--- src/rtl/collision_pkg.sv ---
// Shared constants, sprite register field positions and scan FSM encoding
// for the collision unit.
package collision_pkg;

   localparam int BUS_DATA      = 32;
   localparam int SEL_BITS      = 5;
   localparam int MOBILE        = 15;
   localparam int TOTAL_SPRITES = 32;
   localparam int SPRITE_SIZE   = 20;

   localparam int ACTIVE_BIT = 29;
   localparam int X_MSB      = 28;
   localparam int X_LSB      = 19;
   localparam int Y_MSB      = 18;
   localparam int Y_LSB      = 9;

   typedef enum logic [1:0] {
      ST_IDLE,
      ST_LOAD_A,
      ST_SCAN,
      ST_COMMIT
   } scan_state_t;

endpackage

--- src/rtl/bbox_overlap.sv ---
// Combinational bounding-box overlap test between two sprite register words.
// Both sprites must be active; coordinate differences never wrap around.
module bbox_overlap
   import collision_pkg::*;
(
   input  logic [BUS_DATA-1:0] sprite_a,
   input  logic [BUS_DATA-1:0] sprite_b,
   output logic                overlap
);

   logic [10:0] xa, xb, ya, yb, dx, dy;
   logic        unused_bits;

   assign xa = {1'b0, sprite_a[X_MSB:X_LSB]};
   assign xb = {1'b0, sprite_b[X_MSB:X_LSB]};
   assign ya = {1'b0, sprite_a[Y_MSB:Y_LSB]};
   assign yb = {1'b0, sprite_b[Y_MSB:Y_LSB]};

   // Absolute differences: subtract the smaller operand from the larger one
   assign dx = (xa > xb) ? (xa - xb) : (xb - xa);
   assign dy = (ya > yb) ? (ya - yb) : (yb - ya);

   assign overlap = sprite_a[ACTIVE_BIT] & sprite_b[ACTIVE_BIT]
                  & (dx < 11'(SPRITE_SIZE)) & (dy < 11'(SPRITE_SIZE));

   assign unused_bits = ^{sprite_a[BUS_DATA-1:ACTIVE_BIT+1], sprite_a[Y_LSB-1:0],
                          sprite_b[BUS_DATA-1:ACTIVE_BIT+1], sprite_b[Y_LSB-1:0]};

endmodule

--- src/rtl/collision_scan_ctrl.sv ---
// Walks the sprite bank through the external 32:1 mux, latching one reference
// sprite per mobile index and testing it against every later sprite.
module collision_scan_ctrl
   import collision_pkg::*;
(
   input  logic                clk,
   input  logic                reset,
   input  logic                start,
   input  logic [BUS_DATA-1:0] reg_data,
   output logic [SEL_BITS-1:0] selector,
   output logic                busy,
   output logic                done,
   output logic [MOBILE-1:0]   collision
);

   scan_state_t         state_q, state_d;
   logic [SEL_BITS-1:0] i_q, i_d;
   logic [SEL_BITS-1:0] j_q, j_d;
   logic [SEL_BITS-1:0] selector_q, selector_d;
   logic [BUS_DATA-1:0] ref_sprite_q, ref_sprite_d;
   logic [MOBILE-1:0]   work_q, work_d;
   logic [MOBILE-1:0]   collision_q, collision_d;
   logic                hit;
   logic                last_i, last_j;

   bbox_overlap u_overlap (
      .sprite_a (ref_sprite_q),
      .sprite_b (reg_data),
      .overlap  (hit)
   );

   assign last_i = (i_q == SEL_BITS'(MOBILE - 1));
   assign last_j = (j_q == SEL_BITS'(TOTAL_SPRITES - 1));

   // The selector is registered, so it is loaded with the index the next state will read
   always_comb begin
      state_d      = state_q;
      i_d          = i_q;
      j_d          = j_q;
      selector_d   = selector_q;
      ref_sprite_d = ref_sprite_q;
      work_d       = work_q;
      collision_d  = collision_q;

      case (state_q)
         ST_IDLE: begin
            selector_d = '0;
            if (start) begin
               state_d = ST_LOAD_A;
               work_d  = '0;
               i_d     = '0;
            end
         end
         ST_LOAD_A: begin
            ref_sprite_d = reg_data;
            j_d          = i_q + 1'b1;
            selector_d   = i_q + 1'b1;
            state_d      = ST_SCAN;
         end
         ST_SCAN: begin
            if (hit) begin
               work_d = work_q | (MOBILE'(1) << i_q);
               if (j_q < SEL_BITS'(MOBILE)) begin
                  work_d = work_d | (MOBILE'(1) << j_q);
               end
            end
            if (last_j && last_i) begin
               state_d     = ST_COMMIT;
               collision_d = work_d;
               selector_d  = '0;
            end else if (last_j) begin
               state_d    = ST_LOAD_A;
               i_d        = i_q + 1'b1;
               selector_d = i_q + 1'b1;
            end else begin
               j_d        = j_q + 1'b1;
               selector_d = j_q + 1'b1;
            end
         end
         ST_COMMIT: begin
            state_d    = ST_IDLE;
            selector_d = '0;
         end
         default: begin
            state_d    = ST_IDLE;
            selector_d = '0;
         end
      endcase
   end

   always_ff @(posedge clk or negedge reset) begin
      if (!reset) begin
         state_q      <= ST_IDLE;
         i_q          <= '0;
         j_q          <= '0;
         selector_q   <= '0;
         ref_sprite_q <= '0;
         work_q       <= '0;
         collision_q  <= '0;
      end else begin
         state_q      <= state_d;
         i_q          <= i_d;
         j_q          <= j_d;
         selector_q   <= selector_d;
         ref_sprite_q <= ref_sprite_d;
         work_q       <= work_d;
         collision_q  <= collision_d;
      end
   end

   assign selector  = selector_q;
   assign busy      = (state_q != ST_IDLE);
   assign done      = (state_q == ST_COMMIT);
   assign collision = collision_q;

endmodule

--- config.mk ---
export PLATFORM = sky130hd
export DESIGN_NAME = collision_scan_ctrl
export DESIGN_NICKNAME = d
export VERILOG_FILES = /design/src/rtl/collision_pkg.sv /design/src/rtl/bbox_overlap.sv /design/src/rtl/collision_scan_ctrl.sv
export SDC_FILE = /design/constraint.sdc
export NUM_CORES = 1
export LEC_CHECK = 0
export ABC_AREA = 0
export CAP_MARGIN = 15
export CORE_MARGIN = 10
export CORE_UTILIZATION = 55
export CTS_CLUSTER_SIZE = 10
export DETAILED_ROUTE_END_ITERATION = 10
export GPL_TIMING_DRIVEN = 0
export PLACE_DENSITY = 0.82
export SETUP_SLACK_MARGIN = 0.4
export SYNTH_ARGS = -nofsm -noshare
export SYNTH_HDL_FRONTEND = slang
export SYNTH_SLANG_ARGS = --single-unit
--- constraint.sdc ---
create_clock -name clk -period 3.5 [get_ports clk]
set_clock_uncertainty 0.2 [all_clocks]
set_input_delay 0.35 -clock clk [delete_from_list [all_inputs] [get_ports clk]]
set_output_delay 0.35 -clock clk [all_outputs]
set_load 0.01 [all_outputs]
Word level (Yosys, flattened, before mapping):

Cells that the tools add are included.
W data, S select, Z words.

* register bits: 77
* output and inout bits: 22

* mux-type cells: 20
* reduce and logical (&&, ||, !) cells: 11
* $lt $le $gt $ge: 5
* shifts and indexed selects: 2
* bitwise logic cells: 5
* equality and inequality tests: 10
* add/sub/neg operators: 6

Operator list (count)
* $mux W15: 3
* $sub A10 B10 Y11: 4
* $mux W5: 7
* $or A15 B15 Y15: 2
* $pmux W15 S2: 1
* $shl A1 B5 Y15 const A: 2
* $lt A11 B5 Y1 const B: 2
* $mux W11: 2
* $gt A10 B10 Y1: 2
* $pmux W5 S2: 2
* $pmux W5 S3: 1
* $add A5 B1 Y5 const B: 2
* $ne A2 B2 Y1 const B: 4
* $pmux W2 S4: 1
* $mux W2: 3
* $reduce_and A2 Y1: 3
* $reduce_bool A2 Y1: 3
* $eq A5 B4 Y1 const B: 1
* $eq A5 B5 Y1 const B: 1
* $lt A5 B4 Y1 const B: 1
* $eq A2 B2 Y1 const B: 2
* $reduce_and A4 Y1: 1
* $and A1 B1 Y1: 3
* $ne A3 B3 Y1 const B: 1
* other kinds (5): 5

Depth between registers and ports, before layout:

Gate-level depths: netlist (run 1).

* word-level depth: 7
* gate-level depth with buffers: 12

Modules after synthesis:

A second synthesis (run 1) with hierarchy kept.

* cells, all modules: 601
* area, all modules: 5659.2 um^2

Modules (own cells, without submodules)
* collision_scan_ctrl: times used 1, area an instance 3751.1 um^2, cells an instance 327
* bbox_overlap: times used 1, area an instance 1908.1 um^2, cells an instance 274

Least setup slack after synthesis (run 1):

No wires, ideal clock.

* path type: input to register
* start point: input port reg_data[23]
* end point: register collision_q[10] (netlist: collision[10])
* stages on the path: 12
* library setup time: 0.104 ns
* data required time: 3.196 ns
* path buffers: 2
* slack: 0.282 ns
* arrival: 2.914 ns
* cells stage by stage: inv_1 -> ha_1 -> buf_2 -> and4_4 -> and4_1 -> mux2_2 -> a21oi_4 -> mux2i_1 -> nand4_1 -> a2111o_1 -> buf_4 -> o41ai_2

* longest elaborated chain between the ends: 6
* elaborated cells on any way between the ends: 8
* those cells by class: add/sub (2); order compare (2); mux (2); bitwise (2)

Ends and longest elaborated chain
* start: declaration: line collision_scan_ctrl.sv:9 `input logic [BUS_DATA-1:0] reg_data,`
* $sub A10 B10 Y11 / $gt A10 B10 Y1 (equally long branches): line bbox_overlap.sv:20 `assign dx = (xa > xb) ? (xa - xb) : (xb - xa);`
* $mux W11 (*): line bbox_overlap.sv:20
* $lt A11 B5 Y1 (*): line bbox_overlap.sv:24 `& (dx < 11'(SPRITE_SIZE)) & (dy < 11'(SPRITE_SIZE));`
* $and A1 B1 Y1 (*) (2 in series): line bbox_overlap.sv:24
* $mux W15 (*): line collision_scan_ctrl.sv:61 `if (hit) begin`
* end signal: assignment: line collision_scan_ctrl.sv:107 `collision_q <= collision_d;`
* end: declaration: line collision_scan_ctrl.sv:22 `logic [MOBILE-1:0] collision_q, collision_d;`

Every way passes the cells marked *; elsewhere a longest branch is shown, timed or not.
A chain may end at the register's enable or synchronous reset.

Worst setup path after layout (run 1):

* start point: register ref_sprite_q[21]
* end point: register collision_q[9] (netlist: collision[9])

* longest elaborated chain between the ends: 6
* elaborated cells on any way between the ends: 8
* those cells by class: add/sub (2); order compare (2); mux (2); bitwise (2)

Ends and longest elaborated chain
* start: declaration: line collision_scan_ctrl.sv:20 `logic [BUS_DATA-1:0] ref_sprite_q, ref_sprite_d;`
* start signal: assignment: line collision_scan_ctrl.sv:105 `ref_sprite_q <= ref_sprite_d;`
* $sub A10 B10 Y11 / $gt A10 B10 Y1 (equally long branches): line bbox_overlap.sv:20
* $mux W11 (*): line bbox_overlap.sv:20
* $lt A11 B5 Y1 (*): line bbox_overlap.sv:24
* $and A1 B1 Y1 (*) (2 in series): line bbox_overlap.sv:24
* $mux W15 (*): line collision_scan_ctrl.sv:61

Marked as above.

==> results of run 1 <==
-- metal layers --
metal  GRT usage  up-vias  routed length [µm]
met3      0.0484       49                1120
met2       0.364      257                7650
met4      0.0684        0                 524
li1            -     2242                   -
met5           0        -                   0
met1       0.276     2490                6840
-- stage by stage --
stage                util  TNS (ns)
detailed placement  0.629    -14.32
CTS                 0.699         0
global route        0.752     -1.32
floorplan               -         0
global placement    0.629    -43.18
finish              0.752   -0.0446
-- layout by cell type (no fill, tap or decap), drive strengths merged, types with 11 or more instances in the layout --
master	Yosys	final
inv	53	56
a21oi	33	33
o21ai	42	42
buf	13	53
nor2	19	19
nand2	66	66
ha	53	53
o31ai	17	17
xor2	11	11
nand2b	19	19
clkbuf	21	26
dfrtp	68	68
nand3	12	12
mux2i	24	24
o41ai	13	13
clkdlybuf4s50	0	35
-- area by class of cell --
class,instances,area share
multi-input combinational,425,0.526
clock buffer,9,0.0179
tap,111,0.0201
clock inverter,7,0.0121
buffer,34,0.0380
inverter,53,0.0288
timing repair buffer,81,0.111
sequential,68,0.246
-- state kept, by name (all words and copies together) (netlist names) --
register and flops:
state_q 2, work_q 15, ref_sprite_q 21, j_q 5, collision 15, selector 5
i_q 5
-- critical path, cell delays in order (launching register included) --
cell	delay [ns]
dfrtp_1	0.44
ha_1	0.31
buf_6	0.15
and4_1	0.19
mux2_4	0.28
a21oi_4	0.25
mux2i_1	0.32
xor2_1	0.11
a2111o_1	0.52
buf_6	0.17
buf_8	0.13
o41ai_2	0.35
-- worst max path at each step --
stage                     slack (ns)  depth (start not counted)              from      endpoint
final                          -0.04                         11  ref_sprite_q[21]  collision[9]
after global routing           -0.19                         12  ref_sprite_q[21]  collision[9]
after CTS                       0.05                         12  ref_sprite_q[23]  collision[0]
after detailed placement       -0.56                         13      reg_data[21]  collision[1]
after global placement         -0.47                         13      reg_data[23]  collision[0]
after floorplan                 0.32                         11  ref_sprite_q[25]  collision[9]
-- power by group --
| group | switching [µW] | internal (µW) |
|---|---|---|
| logic | 1810 | 1490 |
| clock network | 385 | 342 |
| registers | 176 | 969 |
-- cells by family (layout without fill, tap and decap cells) --
family	after synthesis	count (layout)	share of synthesized area
simple gates	157	157	0.147
compound gates	167	167	0.238
buf+inv	87	184	0.0669
fa+ha+maj	53	53	0.128
flops	68	68	0.329
xor+xnor	16	16	0.0271
mux	32	32	0.0638
-- timing repair --
action / CTS / global route
buffers inserted: 19 / 13
hold endpoints to repair: 68 / 0
hold buffers: 1 / 0
pin swaps: 18 / 25
gates cloned: 3 / 0
gates resized for setup: 66 / 79
setup endpoints to repair: 30 / 30
==> metrics.cfg, run 1 <==
[run_status]
outcome=finished with violations
violations=setup timing

[clocking]
tritoncts=built
cts_made_buffers=9
clk_pin_slew_ns=0.09
clk_path_buf_depth=2
h-tree-depth=3
cts.sinks=68
insertion_delay_ns=0.37
cts-root-buf=clkbuf_8

[power]
cellPowerDensity_nw_per_um2=748
cellLeakagePower_uw=0.00305
max-vdd-ir-drop_uv=377
finalPower_uw=5170

[layout]
drive_above_1_share=0.230
design_area_um2=6920
stdcell_count=788
seq_area_um2=1700
fillers=584
antenna_cells=0
multiInputGateArea_um2=3640
syn_to_final_growth_pct=33.6
final_nets=760

[placed_design]
post-place-ws_ns=-0.561
dpl_cell_area_um2=5790
port_buffers=45
gp_congestion=0.904
dp_hpwl_um=9710
placed_cells=736

[min_path]
hold_class=in -> reg
hold_depth=3
hold_start=reg_data[17]
hold_end=ref_sprite_q[17]

[yosys]
synth_warnings=0
syn_inst=580
syn_area_um2=5180
dominantRegCellSynth=dfrtp_1
async_flop_share=1.00
yosysTopAreaCell=dfrtp_1
ys_ff_latch=68
synth_cell_type_count=64
synth-seq-area-share=0.329
syn-num-nets=668
synth_area_leaders=dfrtp_1, ha_1, nand2_1, mux2i_1, o41ai_2
synth.top_cells.by_count=dfrtp_1, nand2_1, ha_1, inv_1, o21ai_0
synth_edf_count=0
synth.top_cell.area_share=0.329
avgSynthCellArea_um2=8.93
synth_most_common_cell=dfrtp_1

[grt]
grt_antenna_before_repair=0
grt_use_total=0.219
grt_start_max_net_pins=69
grt_pass1_wl_um=23900
grt_pass1_vias=4808
gr-total-overflow=0

[sta]
fin_hold_ws_ns=0.133
hold_viol_final=0
min_period_ns=3.54
relSlewSlack=0.418
worst_slew_pin_slew_ns=0.874
post-route-worst-setup-slack_ns=-0.0446
fin_crit_sh=1.01
setup_viol=1
max_freq_ghz=0.282
timing.final.max_slew_violations=0
rsz0062_at_grt=yes

[drt]
via_count=5038
wl_per_cell_um=20.5
wl_um=16100
drt_iter0_drc=493
drtPass1Iterations=6
ant_nets=0
remaining_drc_errors=0
viasPerCell=6.39

[setup_path]
crit_path_end_kind=flip-flop
rr_worst_depth=11
arrival_ns=3.60
cp-start-kind=flip-flop
worstReg2RegStart=ref_sprite_q[21]
criticalPathCategory=reg -> reg
ff2ff_setup_slack_ns=-0.04
worstPathRequired_ns=3.56
path_max_fanout=9
r2r_end=collision[9]

[die]
boundaryPins=57
start_util=0.563
core_area_um2=9200
dieHeight_um=117
rows=35
fp.dieArea_um2=13700
die_w_um=117

[run]
cap_violations=0

(Power assumes the default switching activity.)
==> inputs of run 2 (changes only) <==
- ABC_AREA: 0 -> 1
- PLACE_DENSITY: 0.82 -> 0.81
==> run 2 against run 1 <==
- clock power is 17% lower
- utilization is 10 points lower
- sequential cell count stayed put
- cell count is 38% higher
- the flow now finishes without violations
- register-to-register slack better by 0.82 ns
- critical path depth is 7 higher
- die area is 11% higher
- worst setup slack better by 0.68 ns
- clock-buffer cell count is 2 higher
- total power is 62% lower
- largest cell class unchanged
- combinational power is 82% lower
- sequential share of layout area is 0.81 points higher
- critical endpoint is now collision[12]
==> metrics.cfg, run 2 <==
[drt]
drtPass1Iterations=5  ; -1
via_count=5633  ; +12%
ant_nets=0  ; unchanged
remaining_drc_errors=0  ; unchanged
wl_per_cell_um=13.2  ; -35%
viasPerCell=5.17  ; -19%
wl_um=14400  ; -11%
drt_iter0_drc=433  ; -12%

[sta]
timing.final.max_slew_violations=0  ; unchanged
min_period_ns=2.87  ; -0.678 ns
max_freq_ghz=0.349  ; +24%
fin_hold_ws_ns=0.282  ; +0.148 ns
hold_viol_final=0  ; unchanged
worst_slew_pin_slew_ns=0.888  ; +0.0148 ns
fin_crit_sh=0.819  ; -0.194
rsz0062_at_grt=no
setup_viol=0  ; -1
relSlewSlack=0.408  ; -0.00985
setup_tns_ns=0  ; +0.0446 ns

[yosys]
async_flop_share=1.00  ; unchanged
synth.top_cells.by_count=nand2_1, inv_1, dfrtp_1
synth_area_leaders=dfrtp_1, nand2_1, ha_1, inv_1, nand3_1
syn_area_um2=5850  ; +13%
synth_edf_count=0  ; unchanged
syn_inst=891  ; +54%
avgSynthCellArea_um2=6.56  ; -26%
synth_cell_type_count=33  ; -48%
dominantRegCellSynth=dfrtp_1
synth-seq-area-share=0.291  ; -0.0377
syn-num-nets=979  ; +47%
synth_warnings=0  ; unchanged
yosysTopAreaCell=dfrtp_1
synth_most_common_cell=nand2_1
synth.top_cell.area_share=0.291  ; -0.0377
ys_ff_latch=68  ; unchanged

[clocking]
cts_made_buffers=9  ; unchanged
cts.sinks=68  ; unchanged
clk_pin_slew_ns=0.07  ; -0.02 ns
insertion_delay_ns=0.36  ; about the same
tritoncts=built
cts-root-buf=clkbuf_8
h-tree-depth=3  ; unchanged
clk_path_buf_depth=2  ; unchanged

[setup_path]
r2r_end=collision[12]
critical-path-max-stage-delay_ns=0.51  ; about the same
crit_family=simple AND/OR/NAND/NOR gates
timing.critical_path.buf_inv=5  ; +2
crit_path_start=reg_data[21]
path_max_fanout=10  ; +1
crit_slowest_cell=clkdlybuf4s50_1
crit_path_end_kind=flip-flop
worstPathCellList=clkdlybuf4s50_1, inv_1, ha_1, nand2_1, nor2_2, nand3_1, nand3_2, nand2_4, inv_2, nand2_1, nand2_1, inv_2, o21bai_4, buf_6, nand4_2, nand2_1, nand2_1, nand2_1
criticalPathCategory=in -> reg
crit_cells=18  ; +7
endpoint=collision[12]
cp_common_cell=nand2_1
arrival_ns=2.96  ; -0.64 ns
rr_worst_depth=16  ; +5
worstPathRequired_ns=3.59  ; +0.03 ns
cp-start-kind=input port
worstReg2RegStart=ref_sprite_q[24]
ff2ff_setup_slack_ns=0.78  ; +0.82 ns

[layout]
final_common_cell=nand2_1
syn_to_final_growth_pct=14.5
regMostFlops=ref_sprite_q
drive_above_1_share=0.0776  ; -0.153
largest_reg_flops=21  ; unchanged
seq_area_um2=1700  ; unchanged
stdcell_count=1090  ; +38%
fillers=963  ; +65%
final_nets=1038  ; +37%
antenna_cells=0  ; unchanged
multiInputGateArea_um2=3440  ; -5.5%
final_cell_mix=nand2_1, inv_1, dfrtp_1

[die]
dieHeight_um=123  ; +5.2%
boundaryPins=57  ; unchanged
fp.dieArea_um2=15200  ; +11%
core_area_um2=10300  ; +12%
start_util=0.567  ; +0.00347
rows=37  ; +5.7%
die_w_um=123  ; +5.2%

[run_status]
outcome=finished, final reports clean

[run]
cap_violations=0  ; unchanged

[grt]
grt_use_total=0.201  ; -0.0180
grt_antenna_before_repair=0  ; unchanged
gr-total-overflow=0  ; unchanged
grt_start_max_net_pins=69  ; unchanged
grt_pass1_wl_um=25200  ; +5.2%
grt_pass1_vias=5519  ; +15%

[placed_design]
dp_hpwl_um=11000  ; +13%
port_buffers=45  ; unchanged
gp_congestion=0.934  ; +3.3%
placed_cells=1072  ; +46%

[power]
cellPowerDensity_nw_per_um2=297  ; -60%
max-vdd-ir-drop_uv=223  ; -41%
cellLeakagePower_uw=0.00371  ; +21%

[min_path]
hold_depth=2  ; -1
hold_class=reg -> reg

## run 2: cell count changes after synthesis, moves of 17 or more
cell / delta
o31ai_1: -17
nor2_1: +26
mux2i_1: -24
nand2_1: +256
nand3_1: +38
nand2b_1: -19
inv_1: +106
## run 2: how the worst min path moves through the flow
stage                          start          endpoint  slack, ns
floorplan                      reset      collision[0]      -0.15
global placement    ref_sprite_q[29]  ref_sprite_q[29]       0.26
detailed placement     collision[11]     collision[11]       0.27
CTS                    collision[11]     collision[11]       0.29
global route               work_q[0]         work_q[0]       0.32
finish                 collision[11]     collision[11]       0.28
## run 2: final cells by class
cell class                 instances  share of cell area
clock buffer                      11              0.0226
sequential                        68               0.254
buffer                            15              0.0125
inverter                         173              0.0975
tap                              136              0.0254
clock inverter                     4             0.00374
multi-input combinational        635               0.513
timing repair buffer              48              0.0706
## run 2: timing repair
action | CTS | global route
hold buffers | 1 | 0
gates resized for setup | 0 | 8
endpoints found under the setup margin | 0 | 20
hold endpoints to repair | 68 | 0
setup buffers | 0 | 2
## run 2: kinds of logic (layout without fill, tap and decap cells)
logic type      after synthesis  after routing  synth area share
buf+inv                     188            251             0.125
simple gates                464            464             0.347
compound gates              106            106             0.105
flops                        68             68             0.291
fa+ha+maj                    53             53             0.113
xor+xnor                     12             12            0.0180
## run 2: per-layer routing
metal	vias up	global-route usage	part of all wire	routed length, µm
met5	-	0	0	0
met4	0	0.0451	0.012	168
met3	16	0.0424	0.057	825
met2	127	0.338	0.48	6900
met1	2605	0.259	0.45	6520
li1	2885	-	-	-
## run 2: worst min-delay path: stages, from the launching register on
cell and delay [ns]:
dfrtp_1 0.35, nand2_1 0.05, nand2_1 0.05
## run 2: stage by stage
stage	setup WS [ns]	utilization	total power, µW	instance area (µm²)
detailed placement	0.220	0.626	1390	6470
CTS	0.581	0.645	2000	6650
finish	0.633	0.649	1990	6700
global route	0.405	0.649	2120	6700
floorplan	1.08	-	1250	5850
global placement	-0.520	0.627	1380	6470
## run 2: power breakdown
part	switching (µW)	leakage, µW	internal (µW)
registers	7.48	0.000793	798
clock network	313	0.0000872	289
logic	375	0.00283	206
total	695	0.00371	1290
